## src/rtl/cdc_sync_param.sv

```systemverilog
// -----------------------------------------------------------------------------
// cdc_sync_param
//   Collects every asynchronous input that feeds the HF_CLK domain and brings
//   each one in safely:
//     - a reset synchroniser (asynchronous assert, synchronous deassert)
//     - N_LEVEL single-bit level synchronisers
//     - N_EVENT toggle-to-pulse event channels
//     - a configuration bus that is committed only after it has been seen
//       stable for STABLE_CYC consecutive samples (qualifier FSM)
//
// Ports
//   HF_CLK        in   destination clock
//   NRST          in   asynchronous active-low reset
//   LEVEL_IN      in   [N_LEVEL]  asynchronous levels
//   EVENT_TGL_IN  in   [N_EVENT]  asynchronous event toggles (1 toggle = 1 event)
//   BUS_IN        in   [BUS_W]    asynchronous configuration bus
//   BUS_LOAD_TGL  in   toggle requesting a bus update
//   HOLD          in   HF_CLK domain, high defers the commit
//   CLR_ERR       in   HF_CLK domain pulse, clears BUS_ERR
//   NRST_sync     out  synchronised reset
//   LEVEL_sync    out  [N_LEVEL]  synchronised levels
//   EVENT_PULSE   out  [N_EVENT]  one-cycle pulse per input toggle
//   BUS_sync      out  [BUS_W]    committed bus
//   BUS_UPDATED   out  one-cycle pulse on each commit
//   BUS_BUSY      out  qualifier FSM not idle
//   BUS_ERR       out  sticky abort flag (too many bus changes)
// -----------------------------------------------------------------------------
module cdc_sync_param #(
    parameter int               SYNC_STAGES = 2,
    parameter int               N_LEVEL     = 4,
    parameter int               N_EVENT     = 2,
    parameter int               BUS_W       = 38,
    parameter logic [BUS_W-1:0] BUS_RST     = '0,
    parameter int               STABLE_CYC  = 4,
    parameter int               MAX_RETRY   = 7
) (
    input  logic               HF_CLK,
    input  logic               NRST,
    input  logic [N_LEVEL-1:0] LEVEL_IN,
    input  logic [N_EVENT-1:0] EVENT_TGL_IN,
    input  logic [BUS_W-1:0]   BUS_IN,
    input  logic               BUS_LOAD_TGL,
    input  logic               HOLD,
    input  logic               CLR_ERR,
    output logic               NRST_sync,
    output logic [N_LEVEL-1:0] LEVEL_sync,
    output logic [N_EVENT-1:0] EVENT_PULSE,
    output logic [BUS_W-1:0]   BUS_sync,
    output logic               BUS_UPDATED,
    output logic               BUS_BUSY,
    output logic               BUS_ERR
);

    typedef enum logic [1:0] {
        ST_IDLE,
        ST_QUAL,
        ST_WAIT_HOLD,
        ST_COMMIT
    } state_t;

    localparam logic [3:0] CNT_LAST  = 4'(STABLE_CYC - 1);
    localparam logic [3:0] RETRY_MAX = 4'(MAX_RETRY);

    // Synchroniser chains: index 0 is the metastable first stage.
    logic [SYNC_STAGES-1:0]              r_rst_meta;
    logic [SYNC_STAGES-1:0][N_LEVEL-1:0] r_lvl_meta;
    logic [SYNC_STAGES-1:0][N_EVENT-1:0] r_evt_meta;
    logic [N_EVENT-1:0]                  r_evt_hist;
    logic [SYNC_STAGES-1:0][BUS_W-1:0]   r_bus_meta;
    logic [SYNC_STAGES-1:0]              r_load_meta;
    logic                                r_load_hist;

    // Qualifier FSM state
    state_t           r_state;
    logic [BUS_W-1:0] r_sample;
    logic [3:0]       r_cnt;
    logic [3:0]       r_retry;
    logic             r_pending;
    logic [BUS_W-1:0] r_bus_sync;
    logic             r_bus_updated;
    logic             r_bus_err;

    logic [BUS_W-1:0] w_bus_s;
    logic             w_req;
    logic [3:0]       w_retry_nxt;

    // Reset synchroniser: shifts ones in after NRST rises, so the output
    // deasserts on the SYNC_STAGES-th edge, but asserts with no clock at all.
    always_ff @(posedge HF_CLK or negedge NRST) begin
        if (!NRST) begin
            r_rst_meta <= '0;
        end else begin
            // NOTE: non-blocking assignment keeps every stage sampling the
            // pre-edge value of its predecessor, which is what makes a chain.
            r_rst_meta <= {r_rst_meta[SYNC_STAGES-2:0], 1'b1};
        end
    end

    always_ff @(posedge HF_CLK or negedge NRST) begin
        if (!NRST) begin
            r_lvl_meta  <= '0;
            r_evt_meta  <= '0;
            r_evt_hist  <= '0;
            r_bus_meta  <= '0;
            r_load_meta <= '0;
            r_load_hist <= 1'b0;
        end else begin
            r_lvl_meta  <= {r_lvl_meta[SYNC_STAGES-2:0], LEVEL_IN};
            r_evt_meta  <= {r_evt_meta[SYNC_STAGES-2:0], EVENT_TGL_IN};
            r_evt_hist  <= r_evt_meta[SYNC_STAGES-1];
            r_bus_meta  <= {r_bus_meta[SYNC_STAGES-2:0], BUS_IN};
            r_load_meta <= {r_load_meta[SYNC_STAGES-2:0], BUS_LOAD_TGL};
            r_load_hist <= r_load_meta[SYNC_STAGES-1];
        end
    end

    // The bus bits may be skewed through the chain; the FSM below only
    // trusts bus_s once it has stopped changing for STABLE_CYC samples.
    assign w_bus_s     = r_bus_meta[SYNC_STAGES-1];
    assign w_req       = r_load_meta[SYNC_STAGES-1] ^ r_load_hist;
    assign w_retry_nxt = r_retry + 4'd1;

    always_ff @(posedge HF_CLK or negedge NRST) begin
        if (!NRST) begin
            r_state       <= ST_IDLE;
            r_sample      <= '0;
            r_cnt         <= '0;
            r_retry       <= '0;
            r_pending     <= 1'b0;
            r_bus_sync    <= BUS_RST;
            r_bus_updated <= 1'b0;
            r_bus_err     <= 1'b0;
        end else begin
            r_bus_updated <= 1'b0;
            if (CLR_ERR) begin
                r_bus_err <= 1'b0;
            end
            // Requests arriving while busy coalesce into a single pending flag.
            if (w_req && (r_state != ST_IDLE)) begin
                r_pending <= 1'b1;
            end

            case (r_state)
                ST_IDLE: begin
                    if (w_req || r_pending) begin
                        r_sample  <= w_bus_s;
                        r_cnt     <= 4'd1;
                        r_retry   <= '0;
                        r_pending <= 1'b0;
                        r_state   <= ST_QUAL;
                    end
                end
                ST_QUAL: begin
                    if (w_bus_s == r_sample) begin
                        if (r_cnt == CNT_LAST) begin
                            r_state <= HOLD ? ST_WAIT_HOLD : ST_COMMIT;
                        end else begin
                            r_cnt <= r_cnt + 4'd1;
                        end
                    end else begin
                        r_sample <= w_bus_s;
                        r_cnt    <= 4'd1;
                        r_retry  <= w_retry_nxt;
                        // Later assignment wins over CLR_ERR above: abort has priority.
                        if (w_retry_nxt == RETRY_MAX) begin
                            r_bus_err <= 1'b1;
                            r_state   <= ST_IDLE;
                        end
                    end
                end
                ST_WAIT_HOLD: begin
                    if (!HOLD) begin
                        r_state <= ST_COMMIT;
                    end
                end
                ST_COMMIT: begin
                    r_bus_sync    <= r_sample;
                    r_bus_updated <= 1'b1;
                    r_state       <= ST_IDLE;
                end
                default: r_state <= ST_IDLE;
            endcase
        end
    end

    assign NRST_sync   = r_rst_meta[SYNC_STAGES-1];
    assign LEVEL_sync  = r_lvl_meta[SYNC_STAGES-1];
    assign EVENT_PULSE = r_evt_meta[SYNC_STAGES-1] ^ r_evt_hist;
    assign BUS_sync    = r_bus_sync;
    assign BUS_UPDATED = r_bus_updated;
    assign BUS_BUSY    = (r_state != ST_IDLE);
    assign BUS_ERR     = r_bus_err;

endmodule

```

## config.mk

```make
export PLATFORM = sky130hd
export DESIGN_NAME = cdc_sync_param
export DESIGN_NICKNAME = d
export VERILOG_FILES = /design/src/rtl/cdc_sync_param.sv
export SDC_FILE = /design/constraint.sdc
export NUM_CORES = 1
export LEC_CHECK = 0
export CAP_MARGIN = 20
export CORE_MARGIN = 3
export CORE_UTILIZATION = 48
export CTS_CLUSTER_DIAMETER = 200
export DETAILED_ROUTE_END_ITERATION = 10
export PLACE_DENSITY_LB_ADDON = 0.2
export SYNTH_ARGS = -nofsm -noshare
export SYNTH_HDL_FRONTEND = slang
export SYNTH_SLANG_ARGS = --single-unit
```

## constraint.sdc

```tcl
create_clock -name HF_CLK -period 2.3 [get_ports HF_CLK]
set_clock_uncertainty 0.2 [all_clocks]
set_input_delay 0.345 -clock HF_CLK [delete_from_list [all_inputs] [get_ports HF_CLK]]
set_output_delay 0.345 -clock HF_CLK [all_outputs]
set_load 0.005 [all_outputs]
```

Word-level counts from Yosys, hierarchy flattened --
Cells that the tools add are included.
Storage, ports and cells: register bits after elaboration 184, bits in latches 0, memory bits (writable) 0, bits in read-only memories 0, input bits 49, output and inout bits 48, logic and storage cells 67, memories 0
Operators by class: add/sub/neg operators 2, $mul 0, div/mod/pow operators 0, order comparisons 0, equality and inequality tests 12, shifts and indexed selects 0, multiplexer cells 25, bitwise logic cells 2, reductions and logical operators 8
Operators by type and width (count):
- 2-to-1 mux 38 bit | 2
- one-hot mux 38 bit (2 select lines) | 1
- equality test 38 bit | 1
- 2-to-1 mux 4 bit | 5
- one-hot mux 4 bit (2 select lines) | 2
- 2-to-1 mux 2 bit | 5
- 2-to-1 mux 1 bit | 9
- inequality test 3 bit, second input constant | 3
- adder 4 x 1 -> 4 bit, second input constant | 2
- one-hot mux 2 bit (4 select lines) | 1
- inequality test 2 bit, second input constant | 3
- AND reduction 3 bit | 2
- equality test 2 bit, second input constant | 2
- equality test 4 x 2 -> 1 bit, second input constant | 1
- equality test 4 x 3 -> 1 bit, second input constant | 1
- AND reduction 4 bit | 1
- nonzero test 2 bit | 2
- equality test 2 x 1 -> 1 bit, second input constant | 1
- zero test 2 bit | 1
- XOR 2 bit | 1
- logical AND 1 bit | 1
- logical OR 1 bit | 1
- XOR 1 bit | 1

Longest topological paths before layout --
Gate-level depths: netlist (run 1).
depth in word-level cells 5, mapped depth 8, mapped depth without buffers 7

Worst setup path after synthesis (run 1) --
No wires, ideal clock.
path kind register -> register, start point reg r_sample[28], end point reg r_sample[28], library setup time 125 ps, arrival 2066 ps, data required time 1975 ps, setup slack -91 ps, stages on the path, launching flop included 9, buffers on the path 2, clock period less this slack 2391 ps, path through dfrtp_1 -> xor2_1 -> nor4_1 -> nand4_1 -> nor4_4 -> nor2_2 -> buf_6 -> buf_6 -> mux2_4
On the way: word-level cells in the longest chain between the ends 3
RTL lines:
- start, declared | RTL line 75 | logic [BUS_W-1:0] r_sample;
- start signal, assigned | RTL line 146 | r_sample <= w_bus_s;
- start signal, assigned | RTL line 161 | r_sample <= w_bus_s;
- equality test 38 bit | RTL line 154 | if (w_bus_s == r_sample) begin
- inequality test 2 bit (no line)
- AND reduction 3 bit (no line)
Every way passes these cells. A chain may end at the register's enable or synchronous reset.

Worst setup path after layout (run 1) --
start point reg r_sample[0], end point reg r_sample[31]
Same word-level chain as after synthesis.

==> run summary, run 1 <==
Register share of total power - 51.0%
RSZ-0062 raised after global routing - true
Violated checks - negative setup slack
CTS Buf Count - 17
Post-Synthesis Cells - 388
DR pass1 iterations - 4
Cell Area, Synth - 6400 um^2
I/O pin cnt - 97
Clk pin slew, worst setup/hold paths - 0.06 ns
Post-Place Setup Slack - -0.146 ns
Total die area - 14700 um^2
Clk sinks - 184
Required time of the critical path - 2.41 ns
Port bufs - 96
Maxcap violations - 0
Syn Area/Cell - 16.5 um^2
Post-synth EDFFs - 0
R2R depth - 8
Clk pwr share - 37.8%
Post-synthesis simple-gate area fraction - 4.34%
Actual slew at the worst max-slew pin - 0.583 ns
DR DRC count - 0
Fin util - 66.6%
Die Ht - 121 um
Total track usage - 17.6%
Synth unique cells - 41
Layout Nets - 587
Total power - 0.00710 W
Switch share - 23.7%
YS warnings - 0
Tmin final - 2.40 ns
Synth area leaders - dfrtp_1 (72%), mux2_2 (12%), xor2_1 (5.5%), mux2_4 (2.1%), nor4_1 (0.88%)
Post-synth top flop - dfrtp_1
Initial antenna violation count - 0
#FFs+latches synth - 184
Routability Congestion - 0.766
Yosys top cell by area - dfrtp_1
Share of layout cells above drive strength 1 - 30.2%
Die Span X - 121 um
Final worst path period share - 104%
Clk_lat worst skew - 0.42 ns
Crit path launch type - flop
Switching power - 0.00168 W
CP Capture Point - r_sample[31]$_DFFE_PN0P_
Starting Density - 49.9%
Relative slew slack - 61.0%
Largest net degree at the start of global routing - 62
Worst Setup End Kind - flop
Adder-Cell Fraction of Synth Area - 0.587%
Final Instance Area - 8540 um^2
Ant diodes - 0
Top-area cell type share of the netlist area - 72.0%
Clock Root Buffer - clkbuf_16
Final WL - 11800 um
RR Startpoint - r_sample[0]$_DFFE_PN0P_
Internal cell power - 0.00541 W
Vias - 3483
WL/cell - 16.4 um
F_max - 417 MHz
Ratio of total power to cell area - 831 nW/um^2
Grt total ovfl - 0
Vias in the first global route - 3891
FF-to-FF End - r_sample[31]$_DFFE_PN0P_
Cell area after placement - 7870 um^2
# rows - 41
Hold WC Path Type - reg2reg
First DRT Iteration DRCs - 161
Final hold slack - 0.147 ns
Maximum vdd drop - 512 uV
Worst R2R Setup Slack - -0.1 ns
Comb pwr share - 11.3%
Data arrival, critical path - 2.50 ns
CORE AREA - 12800 um^2
Final hold viol count - 0
Synth Area in XOR/XNOR - 5.89%
H-tree Lvls - 4
Sequential fraction of the synthesis area - 72.0%
Slew Limit Fails - 0
Outcome - complete, but fails checks
Syn nets - 440
Worst-path maximum fanout - 13
Max clock buf depth - 2
Path type of the worst setup path - reg2reg
CTS tree - yes
Endpoints failing setup - 38
Post-route ant nets - 0
Fraction of registers with async set or reset after synthesis - 100%
Mux cell area share after synthesis - 13.9%
Detail Placement HPWL - 8060 um
Synth Area in Compound Gates - 1.68%
First-pass GRT wire length - 19700 um
Fillers - 943
Via-per-instance ratio - 4.84
Setup crit start - r_sample[0]$_DFFE_PN0P_
Min setup slack post-route - -0.0963 ns
Pleak - 3.93 nW
Hold Path Cell Cnt - 0
Largest family of logic cells by synthesized area - multiplexers
Area grow syn2layout - 33.5%
per-layer routing:
layer / global-route usage (%) / part of all wire [%]
met1: 23.4 / 44
met2: 27.6 / 50
met3: 4.99 / 4.3
met4: 7.00 / 1.8
met5: 0 / 0
critical path: stages (launching register included):
cell     delay (ns)
dfrtp_1        0.41
xor2_1         0.19
nor4_2         0.32
buf_4          0.17
nand4_1        0.16
nor4_4         0.26
nor2_4         0.11
buf_12         0.18
mux2_4         0.29
metrics by stage:
stage	std cells	setup TNS, ns
6_report	719	-2.93
2_1_floorplan	388	-0.145
4_1_cts	718	-5.02
3_5_place_dp	681	-4.76
5_1_grt	719	-7.21
3_3_place_gp	681	-2.98
layout by cell type, fill, tap and decap left out, types with 5 or more instances in the layout:
cell	count
buf_12	7
clkdlybuf4s50_1	95
nand2_1	10
mux2_4	9
nor4_2	5
buf_4	33
clkbuf_16	17
inv_1	6
mux2_2	67
xor2_1	40
clkinvlp_4	6
dfrtp_1	184
state kept, by name, summed over array words and instances, names as in the netlist, 38 cells and up, named ones only:
register,cells
w_bus_s,38
BUS_sync,38
r_sample,38
r_bus_meta,38
Yosys cell counts (2+ instances only):
library cell    n
nor2_1          3
clkbuf_1        3
inv_1           6
and3_1          2
o211ai_1        2
o21ai_0         5
xor2_1         40
nand3_1         5
nor2b_1         2
nand2b_1        2
mux2_4          9
mux2_2         67
buf_4           4
nand2_1        11
buf_2           2
nor4_1          9
dfrtp_1       184
o32ai_1         2
xnor2_1         3
buf_6           2
ha_1            3
or3_1           2
nand4_1         2
area by class of cell:
cell class	count	area (um^2)	share of cell area [%]
multi-input cells	186	1760	20.6
flip-flops and latches	184	4600	53.9
clock inverters	12	104	1.22
clock buffers	19	443	5.18
inverters	6	22.5	0.264
well taps	172	215	2.52
repair buffers	140	1400	16.3
cells by family (layout without fill, tap and decap cells):
| family | Yosys count | in the layout |
|---|---|---|
| AO/OA/AOI/OAI | 16 | 16 |
| XOR/XNOR | 43 | 43 |
| adder cells (fa/ha/maj) | 3 | 3 |
| buffers and inverters | 18 | 177 |
| flip-flops | 184 | 184 |
| multiplexers | 76 | 76 |
| other | 1 | 1 |
| AND/OR/NAND/NOR | 47 | 47 |
what timing repair did:
action / 4_1_cts / 5_1_grt
endpoints found under the hold margin: 56 / 0
hold buffers: 1 / 0
resized for setup: 5 / 10
pin swaps: 6 / 9
buffers inserted: 5 / 1
endpoints found under the setup margin: 43 / 48
gates cloned: 1 / 0
power groups by stage:
stage | sequential [W] | clock [W] | combinational (W)
after global routing | 0.00365 | 0.00289 | 0.000880
after global placement | 0.00365 | 0 | 0.000751
after CTS | 0.00362 | 0.00274 | 0.000797
after floorplan | 0.00363 | 0 | 0.000391
after detailed placement | 0.00367 | 0 | 0.000778
final | 0.00362 | 0.00268 | 0.000799
how the worst min path moves through the flow:
stage                                    end                     start  slack, ns
floorplan                  BUS_ERR$_DFF_PN0_                      NRST      -0.15
global placement       w_bus_s[14]$_DFF_PN0_  r_bus_meta[14]$_DFF_PN0_       0.13
detailed placement     w_bus_s[12]$_DFF_PN0_  r_bus_meta[12]$_DFF_PN0_       0.13
CTS                 r_bus_meta[35]$_DFF_PN0_                BUS_IN[35]       0.14
global route        r_bus_meta[27]$_DFF_PN0_                BUS_IN[27]       0.14
finish                 w_bus_s[19]$_DFF_PN0_  r_bus_meta[19]$_DFF_PN0_       0.15
(Power assumes the default switching activity.)
==> run 2: changes to the inputs <==
CORE_UTILIZATION = 50   (was 48)
CTS_BUF_LIST = sky130_fd_sc_hd__clkbuf_8   (was not set)
==> run summary, run 2 (synthesis results as in run 1) <==
Crit path max-delay family - simple AND/OR/NAND/NOR gates
Setup TNS Final - -4.13 ns
Maximum vdd drop - 457 uV
Die Ht - 119 um
Grt total ovfl - 0
Grt peak-use layer - met2
Clk sinks - 184
First DRT Iteration DRCs - 185
Starting Density - 52.2%
Pleak - 3.81 nW
Total power - 0.00645 W
GRT met1 Usage - 21.5%
Via-per-instance ratio - 4.89
Relative slew slack - 64.1%
Ant diodes - 0
Final WL - 11400 um
Routability Congestion - 0.725
Slew Limit Fails - 0
I/O pin cnt - 97
Clk pin slew, worst setup/hold paths - 0.09 ns
# rows - 40
CTS tree - yes
Clk_lat worst skew - 0.45 ns
Fillers - 872
Port bufs - 96
Final worst path period share - 106%
Hold WC Path Type - in2reg
CORE AREA - 12300 um^2
Fin util - 67.6%
Violated checks - negative setup slack
Post-route ant nets - 0
Endpoints failing setup - 41
Data arrival, critical path - 2.57 ns
H-tree Lvls - 4
Worst-path maximum fanout - 20
DR pass1 iterations - 6
RSZ-0062 raised after global routing - true
Total die area - 14200 um^2
Total track usage - 17.1%
Maxcap violations - 0
Max clock buf depth - 2
Share of layout cells above drive strength 1 - 29.1%
Ratio of total power to cell area - 779 nW/um^2
Post-Place Setup Slack - -0.192 ns
Required time of the critical path - 2.44 ns
CP max stage delay - 0.40 ns
Detail Placement HPWL - 7700 um
First-pass GRT wire length - 18700 um
Die Span X - 119 um
Met3 Use GR - 5.18%
Clock Root Buffer - clkbuf_8
CTS Buf Count - 17
Area occupied by multi-input gates - 1750 um^2
Critical-path top delay cell - dfrtp_1
F_max - 410 MHz
WL/cell - 16.1 um
Critical Path, Cell by Cell - xor2_1 > nor4_2 > buf_4 > nand4_1 > nor4_4 > nor2_4 > buf_12 > mux2_4
Layout Nets - 579
Worst Setup End Kind - flop
DR DRC count - 0
Met2 usage - 28.0%
Most frequent cells in the layout - dfrtp_1 (184), clkdlybuf4s50_1 (95), mux2_2 (67)
Path type of the worst setup path - reg2reg
CP bufs+invs - 2
FF/Latch Area - 4600 um^2
Final hold slack - 0.125 ns
Area grow syn2layout - 29.5%
Final hold viol count - 0
Commonest non-fill, non-tap cell in the layout - dfrtp_1
Outcome - complete, but fails checks
Vias - 3454
Initial antenna violation count - 0
Crit path launch type - flop
Tmin final - 2.44 ns
Min setup slack post-route - -0.137 ns
Actual slew at the worst max-slew pin - 0.538 ns
Largest net degree at the start of global routing - 52
Vias in the first global route - 3756
run 2: through the flow:
| step | cells | area (um^2) |
|---|---|---|
| after floorplan | 388 | 6400 |
| after global placement | 671 | 7780 |
| after detailed placement | 671 | 7780 |
| after CTS | 703 | 8210 |
| after global routing | 707 | 8280 |
| final | 707 | 8280 |
run 2: report_power, final:
part | total, W | internal, W | switching, W | leakage (nW)
logic | 0.000753 | 0.000425 | 0.000328 | 1.38
clock network | 0.00209 | 0.00100 | 0.00109 | 0.194
registers | 0.00361 | 0.00345 | 0.000164 | 2.24
run 2: final cells by class:
cell class	count	area share, %
clock buffers	22	3.66
clock inverters	9	1.07
inverters	6	0.272
well taps	168	2.54
repair buffers	132	15.7
multi-input cells	186	21.1
flip-flops and latches	184	55.6
run 2: repair_timing:
action,4_1_cts,5_1_grt
cloned,0,1
hold endpoints to repair,72,0
setup endpoints to repair,46,47
pin swaps,0,6
hold buffers,1,0
setup buffers,0,3
resized for setup,4,11
run 2: worst reg2reg max path: cells and delay by family, from the launching register on:
family / cells / cell delay, ns
flip-flops: 1 / 0.40
buffers and inverters: 2 / 0.35
XOR/XNOR: 1 / 0.17
AND/OR/NAND/NOR: 4 / 0.89
multiplexers: 1 / 0.31
run 2: per-layer routing:
| layer | share of wire [%] | wire (um) |
|---|---|---|
| met1 | 43 | 4900 |
| met2 | 51 | 5840 |
| met3 | 4.3 | 489 |
| met4 | 1.2 | 135 |
| met5 | 0 | 0 |
run 2: path summary, 6_finish.rpt:
| check | from | to | slack (ns) | depth (start not counted) |
|---|---|---|---|---|
| setup / recovery | r_sample[0]$_DFFE_PN0P_ | r_sample[30]$_DFFE_PN0P_ | -0.14 | 8 |
| hold / removal | BUS_IN[30] | r_bus_meta[30]$_DFF_PN0_ | 0.12 | 1 |
| setup reg to reg | r_sample[0]$_DFFE_PN0P_ | r_sample[30]$_DFFE_PN0P_ | -0.14 | 8 |
| hold reg to reg | r_bus_meta[23]$_DFF_PN0_ | w_bus_s[23]$_DFF_PN0_ | 0.15 | 0 |
| max in group asynchronous | NRST | r_evt_meta[3]$_DFF_PN0_ | 1.02 | 3 |
| min in group asynchronous | NRST | BUS_UPDATED$_DFF_PN0_ | 0.21 | 2 |
==> run 3: changes to the inputs <==
CORE_UTILIZATION = 48   (was 50)
CTS_BUF_LIST = not set   (was sky130_fd_sc_hd__clkbuf_8)
==> results of run 3 <==
Same layout as run 1: the final DEF is identical, and so are final timing and power.
